--- src/rtl/cache_controller_if.sv ---
// Signal bundle between the miss-handling controller, the cache set array, the CPU
// request port and the memory req/ready port.
interface cache_controller_if;
  localparam int unsigned ADDR_W = 32;
  localparam int unsigned TAG_W  = 26;
  localparam int unsigned CTL_W  = 7;

  logic              MemRead;
  logic              MemWrite;
  logic [ADDR_W-1:0] Addr;
  logic              Hit;
  logic              Dirty;
  logic [TAG_W-1:0]  OutTag;
  logic [ADDR_W-1:0] SetReadData;
  logic [CTL_W-1:0]  Ctls;
  logic              Stall;
  logic              MemReq;
  logic              MemWe;
  logic [ADDR_W-1:0] MemAddr;
  logic [ADDR_W-1:0] MemWData;
  logic              MemReady;

  modport master (
    input  MemRead, MemWrite, Addr, Hit, Dirty, OutTag, SetReadData, MemReady,
    output Ctls, Stall, MemReq, MemWe, MemAddr, MemWData
  );

  modport slave (
    output MemRead, MemWrite, Addr, Hit, Dirty, OutTag, SetReadData, MemReady,
    input  Ctls, Stall, MemReq, MemWe, MemAddr, MemWData
  );
endinterface

--- src/rtl/cache_controller.sv ---
// Miss-handling controller for the 4-way data cache: hit control, dirty writeback and
// 4-word refill over a req/ready memory port. Outputs are combinational by design.
module cache_controller (
  input  logic               CLK,
  input  logic               Reset,
  cache_controller_if.master bus
);
  localparam int unsigned ADDR_W = 32;
  localparam int unsigned K_W    = 2;

  typedef enum logic [1:0] {IDLE, WB, REFILL} state_t;

  state_t            r_state;
  state_t            w_state_nxt;
  logic [K_W-1:0]    r_k;
  logic [K_W-1:0]    w_k_nxt;

  logic              w_req;
  logic              w_wen;
  logic              w_set_valid;
  logic              w_set_dirty;
  logic [K_W-1:0]    w_offset;
  logic              w_init;
  logic              w_offset_sw;
  logic              w_stall;
  logic              w_mem_req;
  logic              w_mem_we;
  logic [ADDR_W-1:0] w_mem_addr;
  logic [ADDR_W-1:0] w_mem_wdata;
  logic              w_unused;

  assign w_req    = bus.MemRead | bus.MemWrite;
  assign w_unused = &{1'b0, bus.Addr[1:0]};

  always_ff @(posedge CLK or negedge Reset) begin
    if (!Reset) begin
      r_state <= IDLE;
      r_k     <= '0;
    end else begin
      r_state <= w_state_nxt;
      r_k     <= w_k_nxt;
    end
  end

  always_comb begin
    w_state_nxt = r_state;
    w_k_nxt     = r_k;
    w_wen       = 1'b0;
    w_set_valid = 1'b0;
    w_set_dirty = 1'b0;
    w_offset    = '0;
    w_init      = 1'b0;
    w_offset_sw = 1'b0;
    w_stall     = 1'b0;
    w_mem_req   = 1'b0;
    w_mem_we    = 1'b0;
    w_mem_addr  = '0;
    w_mem_wdata = '0;

    case (r_state)
      IDLE: begin
        if (w_req) begin
          w_init   = 1'b1;
          w_offset = bus.Addr[3:2];
          if (bus.Hit) begin
            // store wins when both requests are raised together
            if (bus.MemWrite) begin
              w_wen       = 1'b1;
              w_set_valid = 1'b1;
              w_set_dirty = 1'b1;
              w_offset_sw = 1'b1;
            end
          end else begin
            w_stall     = 1'b1;
            w_state_nxt = bus.Dirty ? WB : REFILL;
          end
        end
      end

      WB: begin
        w_stall     = 1'b1;
        w_mem_req   = 1'b1;
        w_mem_we    = 1'b1;
        w_mem_addr  = {bus.OutTag, bus.Addr[5:4], r_k, 2'b00};
        w_mem_wdata = bus.SetReadData;
        w_offset    = r_k;
        if (bus.MemReady) begin
          if (r_k == 2'd3) w_state_nxt = REFILL;
          else             w_k_nxt     = r_k + 2'd1;
        end
      end

      REFILL: begin
        w_stall     = 1'b1;
        w_mem_req   = 1'b1;
        w_mem_addr  = {bus.Addr[31:4], r_k, 2'b00};
        w_offset    = r_k;
        w_wen       = bus.MemReady;
        // way turns valid only with the last word of the block
        w_set_valid = bus.MemReady & (r_k == 2'd3);
        if (bus.MemReady) begin
          if (r_k == 2'd3) w_state_nxt = IDLE;
          else             w_k_nxt     = r_k + 2'd1;
        end
      end

      default: w_state_nxt = IDLE;
    endcase

    if (w_state_nxt != r_state) w_k_nxt = '0;
  end

  // Reset silences everything except the stall, which still reflects the CPU request.
  assign bus.Ctls     = Reset ? {w_wen, w_set_valid, w_set_dirty, w_offset, w_init, w_offset_sw}
                              : '0;
  assign bus.Stall    = w_stall;
  assign bus.MemReq   = Reset & w_mem_req;
  assign bus.MemWe    = Reset & w_mem_we;
  assign bus.MemAddr  = Reset ? w_mem_addr  : '0;
  assign bus.MemWData = Reset ? w_mem_wdata : '0;
endmodule
--- src/flat_wrapper.sv ---
// flat-port wrapper written by rule: the top's interface ports become plain ports
module cache_controller_flat 
  (CLK, Reset, bus_MemRead, bus_MemWrite, bus_Addr, bus_Hit, bus_Dirty, bus_OutTag, bus_SetReadData, bus_MemReady, bus_Ctls, bus_Stall, bus_MemReq, bus_MemWe, bus_MemAddr, bus_MemWData);
  cache_controller_if bus_i ();
  input  logic CLK;
  input  logic Reset;
  input wire logic [$bits(bus_i.MemRead)-1:0] bus_MemRead;
  input wire logic [$bits(bus_i.MemWrite)-1:0] bus_MemWrite;
  input wire logic [$bits(bus_i.Addr)-1:0] bus_Addr;
  input wire logic [$bits(bus_i.Hit)-1:0] bus_Hit;
  input wire logic [$bits(bus_i.Dirty)-1:0] bus_Dirty;
  input wire logic [$bits(bus_i.OutTag)-1:0] bus_OutTag;
  input wire logic [$bits(bus_i.SetReadData)-1:0] bus_SetReadData;
  input wire logic [$bits(bus_i.MemReady)-1:0] bus_MemReady;
  output wire logic [$bits(bus_i.Ctls)-1:0] bus_Ctls;
  output wire logic [$bits(bus_i.Stall)-1:0] bus_Stall;
  output wire logic [$bits(bus_i.MemReq)-1:0] bus_MemReq;
  output wire logic [$bits(bus_i.MemWe)-1:0] bus_MemWe;
  output wire logic [$bits(bus_i.MemAddr)-1:0] bus_MemAddr;
  output wire logic [$bits(bus_i.MemWData)-1:0] bus_MemWData;
  assign bus_i.MemRead = bus_MemRead;
  assign bus_i.MemWrite = bus_MemWrite;
  assign bus_i.Addr = bus_Addr;
  assign bus_i.Hit = bus_Hit;
  assign bus_i.Dirty = bus_Dirty;
  assign bus_i.OutTag = bus_OutTag;
  assign bus_i.SetReadData = bus_SetReadData;
  assign bus_i.MemReady = bus_MemReady;
  assign bus_Ctls = bus_i.Ctls;
  assign bus_Stall = bus_i.Stall;
  assign bus_MemReq = bus_i.MemReq;
  assign bus_MemWe = bus_i.MemWe;
  assign bus_MemAddr = bus_i.MemAddr;
  assign bus_MemWData = bus_i.MemWData;
  cache_controller u_core (.CLK(CLK), .Reset(Reset), .bus(bus_i));
endmodule
--- config.mk ---
export PLATFORM = sky130hd
export DESIGN_NAME = cache_controller_flat
export DESIGN_NICKNAME = d
export VERILOG_FILES = /design/src/rtl/cache_controller_if.sv /design/src/rtl/cache_controller.sv /design/src/flat_wrapper.sv
export SDC_FILE = /design/constraint.sdc
export NUM_CORES = 1
export LEC_CHECK = 0
export ABC_AREA = 1
export CORE_AREA = 2 2 65 67
export CTS_CLUSTER_SIZE = 20
export DETAILED_ROUTE_END_ITERATION = 7
export DIE_AREA = 0 0 67 69
export DONT_BUFFER_PORTS = 1
export HOLD_SLACK_MARGIN = 0.1
export MAX_ROUTING_LAYER = met4
export SLEW_MARGIN = 20
export SYNTH_ARGS = -nofsm -noshare
export SYNTH_HDL_FRONTEND = slang
export SYNTH_SLANG_ARGS = --single-unit
--- constraint.sdc ---
create_clock -name CLK -period 3.7 [get_ports CLK]
set_input_delay 0.74 -clock CLK [delete_from_list [all_inputs] [get_ports CLK]]
set_output_delay 0.74 -clock CLK [all_outputs]
set_load 0.02 [all_outputs]
==> results.md <==
- Hold-fix buffers at CTS: 0
- Clk Latency, worst-skew pair: around 210 ps
- Avg Vias per Cell: between 4 and 5
- GPL Wtd Cong: roughly 0.8
- Nets: around 370
- Cell taking the most area after synthesis: nand2_1
- Total gr overflow: 0
- Row count: 23
- DP HPWL: slightly above 3 mm
- Syn Area/Cell: 4.84 sq um
- CTS clk-pin slew, worst paths: ~30 ps
- Dominant synthesized flop cell: dfrtp_1
- CP Max Fanout: 27
- Final core utilization: approximately 37%
- Final ANT Viol Nets: 0
- PortBufs: 0
- Yosys reg bits: 4
- PD cells: roughly 650 mW/mm^2
- Via Count: about 1400
- Clk root buf: clkbuf_8
- Initial DRC count: 94
- Hold Crit Class: in -> async
- N_diodes: 0
- RSZ-0062 raised after global routing: false
- CTS resizes: 0
- Postcts setup bufs: 0
- Static leakage power: roughly 0.00083 uW
- Maximum VDD drop: 0.404 mV
- Fillcell total: 438
- Crit. End Element: primary output
- Synth warnings: 0
- Initial core utilization: ~29%
- Tmin final: 2750 ps
- Slew headroom: 50.6%
- Initial antenna violation count: 0
- Area Growth Syn to Fin: 25.8%
- Tightest Pin Transition: between 700 and 800 ps
- Critical-path cell list: inv_1 -> ha_1 -> nand2_1 -> buf_4 -> inv_1 -> nand2_1 -> nor2_1
- Main area contributors after synthesis: nand2_1 24%, inv_1 15%, nor2_1 13%
- CTS Buf Count: 3
- R2r worst-path depth: 12
- Post-synth ARST share: between 90% and 100%
- Crit-path slowest cell: dfrtp_1
- Synth top area share: 24.5%
- WP data required: between 2000 and 3000 ps
- Commonest non-fill, non-tap cell in the layout: nand2_1
- H-tree depth: 1
- Endpoints failing hold: 0
- Clk buf depth: 2
- Fmax: ~360 MHz
- Number of synthesized flops with an enable pin: 0
- Sequential area share after synthesis: under 10%
- Status: finished clean
- Drt pass-1 iters: 4
- CP Launch Point: u_core.r_state[0]
- Final clock skew: between 0.1 and 0.15 ps
- Largest net degree at the start of global routing: 34
- Ports: around 170
- DRC violations left: 0
- Layout cell share with drive strength beyond 1: between 15 and 20%
- Core footprint: around 0.004 sq mm
- CTS tree: done
- CP Launch Type: register
- Largest stage delay on the critical path: roughly 430 ps
- Fin crit share: 74.4%
- Chip Width: between 60 and 70 microns
- Die ar.: 0.00462 sq mm
- Worst setup path class: reg -> out
- R2R Path Start: u_core.r_state[0]
- Post-synthesis cell area: approximately 0.0012 sq mm
- Final Max Slew Viols: 0
- Data arrival, critical path: 2010 ps
- Average wire per cell in the routed design: ~12 microns
- Die Y: 69 microns
- Setup tns final: 0 ps
- GR Util All Layers: between 15 and 20%
- Mapped Cells: roughly 240
- Max_cap viols: 0
- First-pass GRT wire length: around 5.6 mm
- Number of global-route vias before repair: around 1200
- Most frequent cells in the layout: 75 x nand2_1, 46 x inv_1, 39 x nor2_1
- Synth cell types: 22
- Setup-failing EPs final: 0
- Clk sinks: 4
- DRT Wirelength: 3.64 mm
final timing paths:
path                                endpoint  slack, ps
setup / recovery              bus_MemAddr[5]        950
hold / removal             u_core.r_state[0]        220
setup reg to reg               u_core.r_k[0]       1790
hold reg to reg                u_core.r_k[0]        600
max in group asynchronous      u_core.r_k[1]       3410
min in group CLK               u_core.r_k[0]        600
Yosys cell counts, types with 2 or more instances:
master,number
inv_1,46
inv_2,2
nor2_1,39
dfrtp_1,4
buf_2,8
nor3_1,3
a211oi_1,2
ha_1,5
nor2_2,3
nand3_1,6
a21oi_1,28
nand2_2,5
clkbuf_1,2
nand2_1,75
buf_4,3
worst max-delay path, delay by kind of cell, from the launching register on:
kind | cells | cell delay, ps
buf+inv | 3 | 530
flops | 1 | 430
fa+ha+maj | 1 | 370
simple gates | 3 | 460
per-layer routing:
metal / global-route usage [%] / part of all wire [%]
met4: 4.76 / 0.82
met3: 3.43 / 11
met5: - / 0
met1: 16.7 / 38
met2: 27.4 / 49
kinds of logic (layout without fill, tap and decap cells):
kind of cell    after synthesis  after routing  synth area share (%)
buf+inv                      62             87                  22.7
compound gates               31             31                  14.1
other cells                   1              2                 0.326
mux                           1              1                 0.978
fa+ha+maj                     5              5                  5.43
simple gates                133            133                  47.0
flops                         4              4                  8.70
xor+xnor                      1              1                 0.761
power by group:
part	total [uW]	leakage (uW)	internal [uW]	switching, uW
clock network	88.6	0.0000216	69.1	19.6
logic	771	0.000757	219	551
registers	82.8	0.0000532	61.4	21.4
total	942	0.000832	349	592
stage by stage:
step / power (uW) / std cells / instance area [sq um] / worst slack, ps / hold WS, ps
4_1_cts: 957 / 314 / 1450 / 923 / 218
6_report: 942 / 314 / 1450 / 946 / 225
5_1_grt: 1050 / 314 / 1450 / 792 / 210
3_5_place_dp: 859 / 311 / 1410 / 1170 / 445
2_1_floorplan: 712 / 239 / 1150 / 1380 / 444
3_3_place_gp: 849 / 311 / 1410 / 1180 / 445
layout make-up:
type,count,area (sq um),share of cell area (%)
Timing Repair Buffer,36,270,18.7
Inverter,48,180,12.4
Tap cell,50,62.6,4.32
Sequential cell,4,100,6.91
Clock buffer,3,41.3,2.85
Multi-Input combinational cell,173,793,54.8
registers in the layout, summed over array words and instances, names as in the netlist:
signal	cells
u_core.r_k	2
u_core.r_state	2
Power figures use the tool's default switching activity.
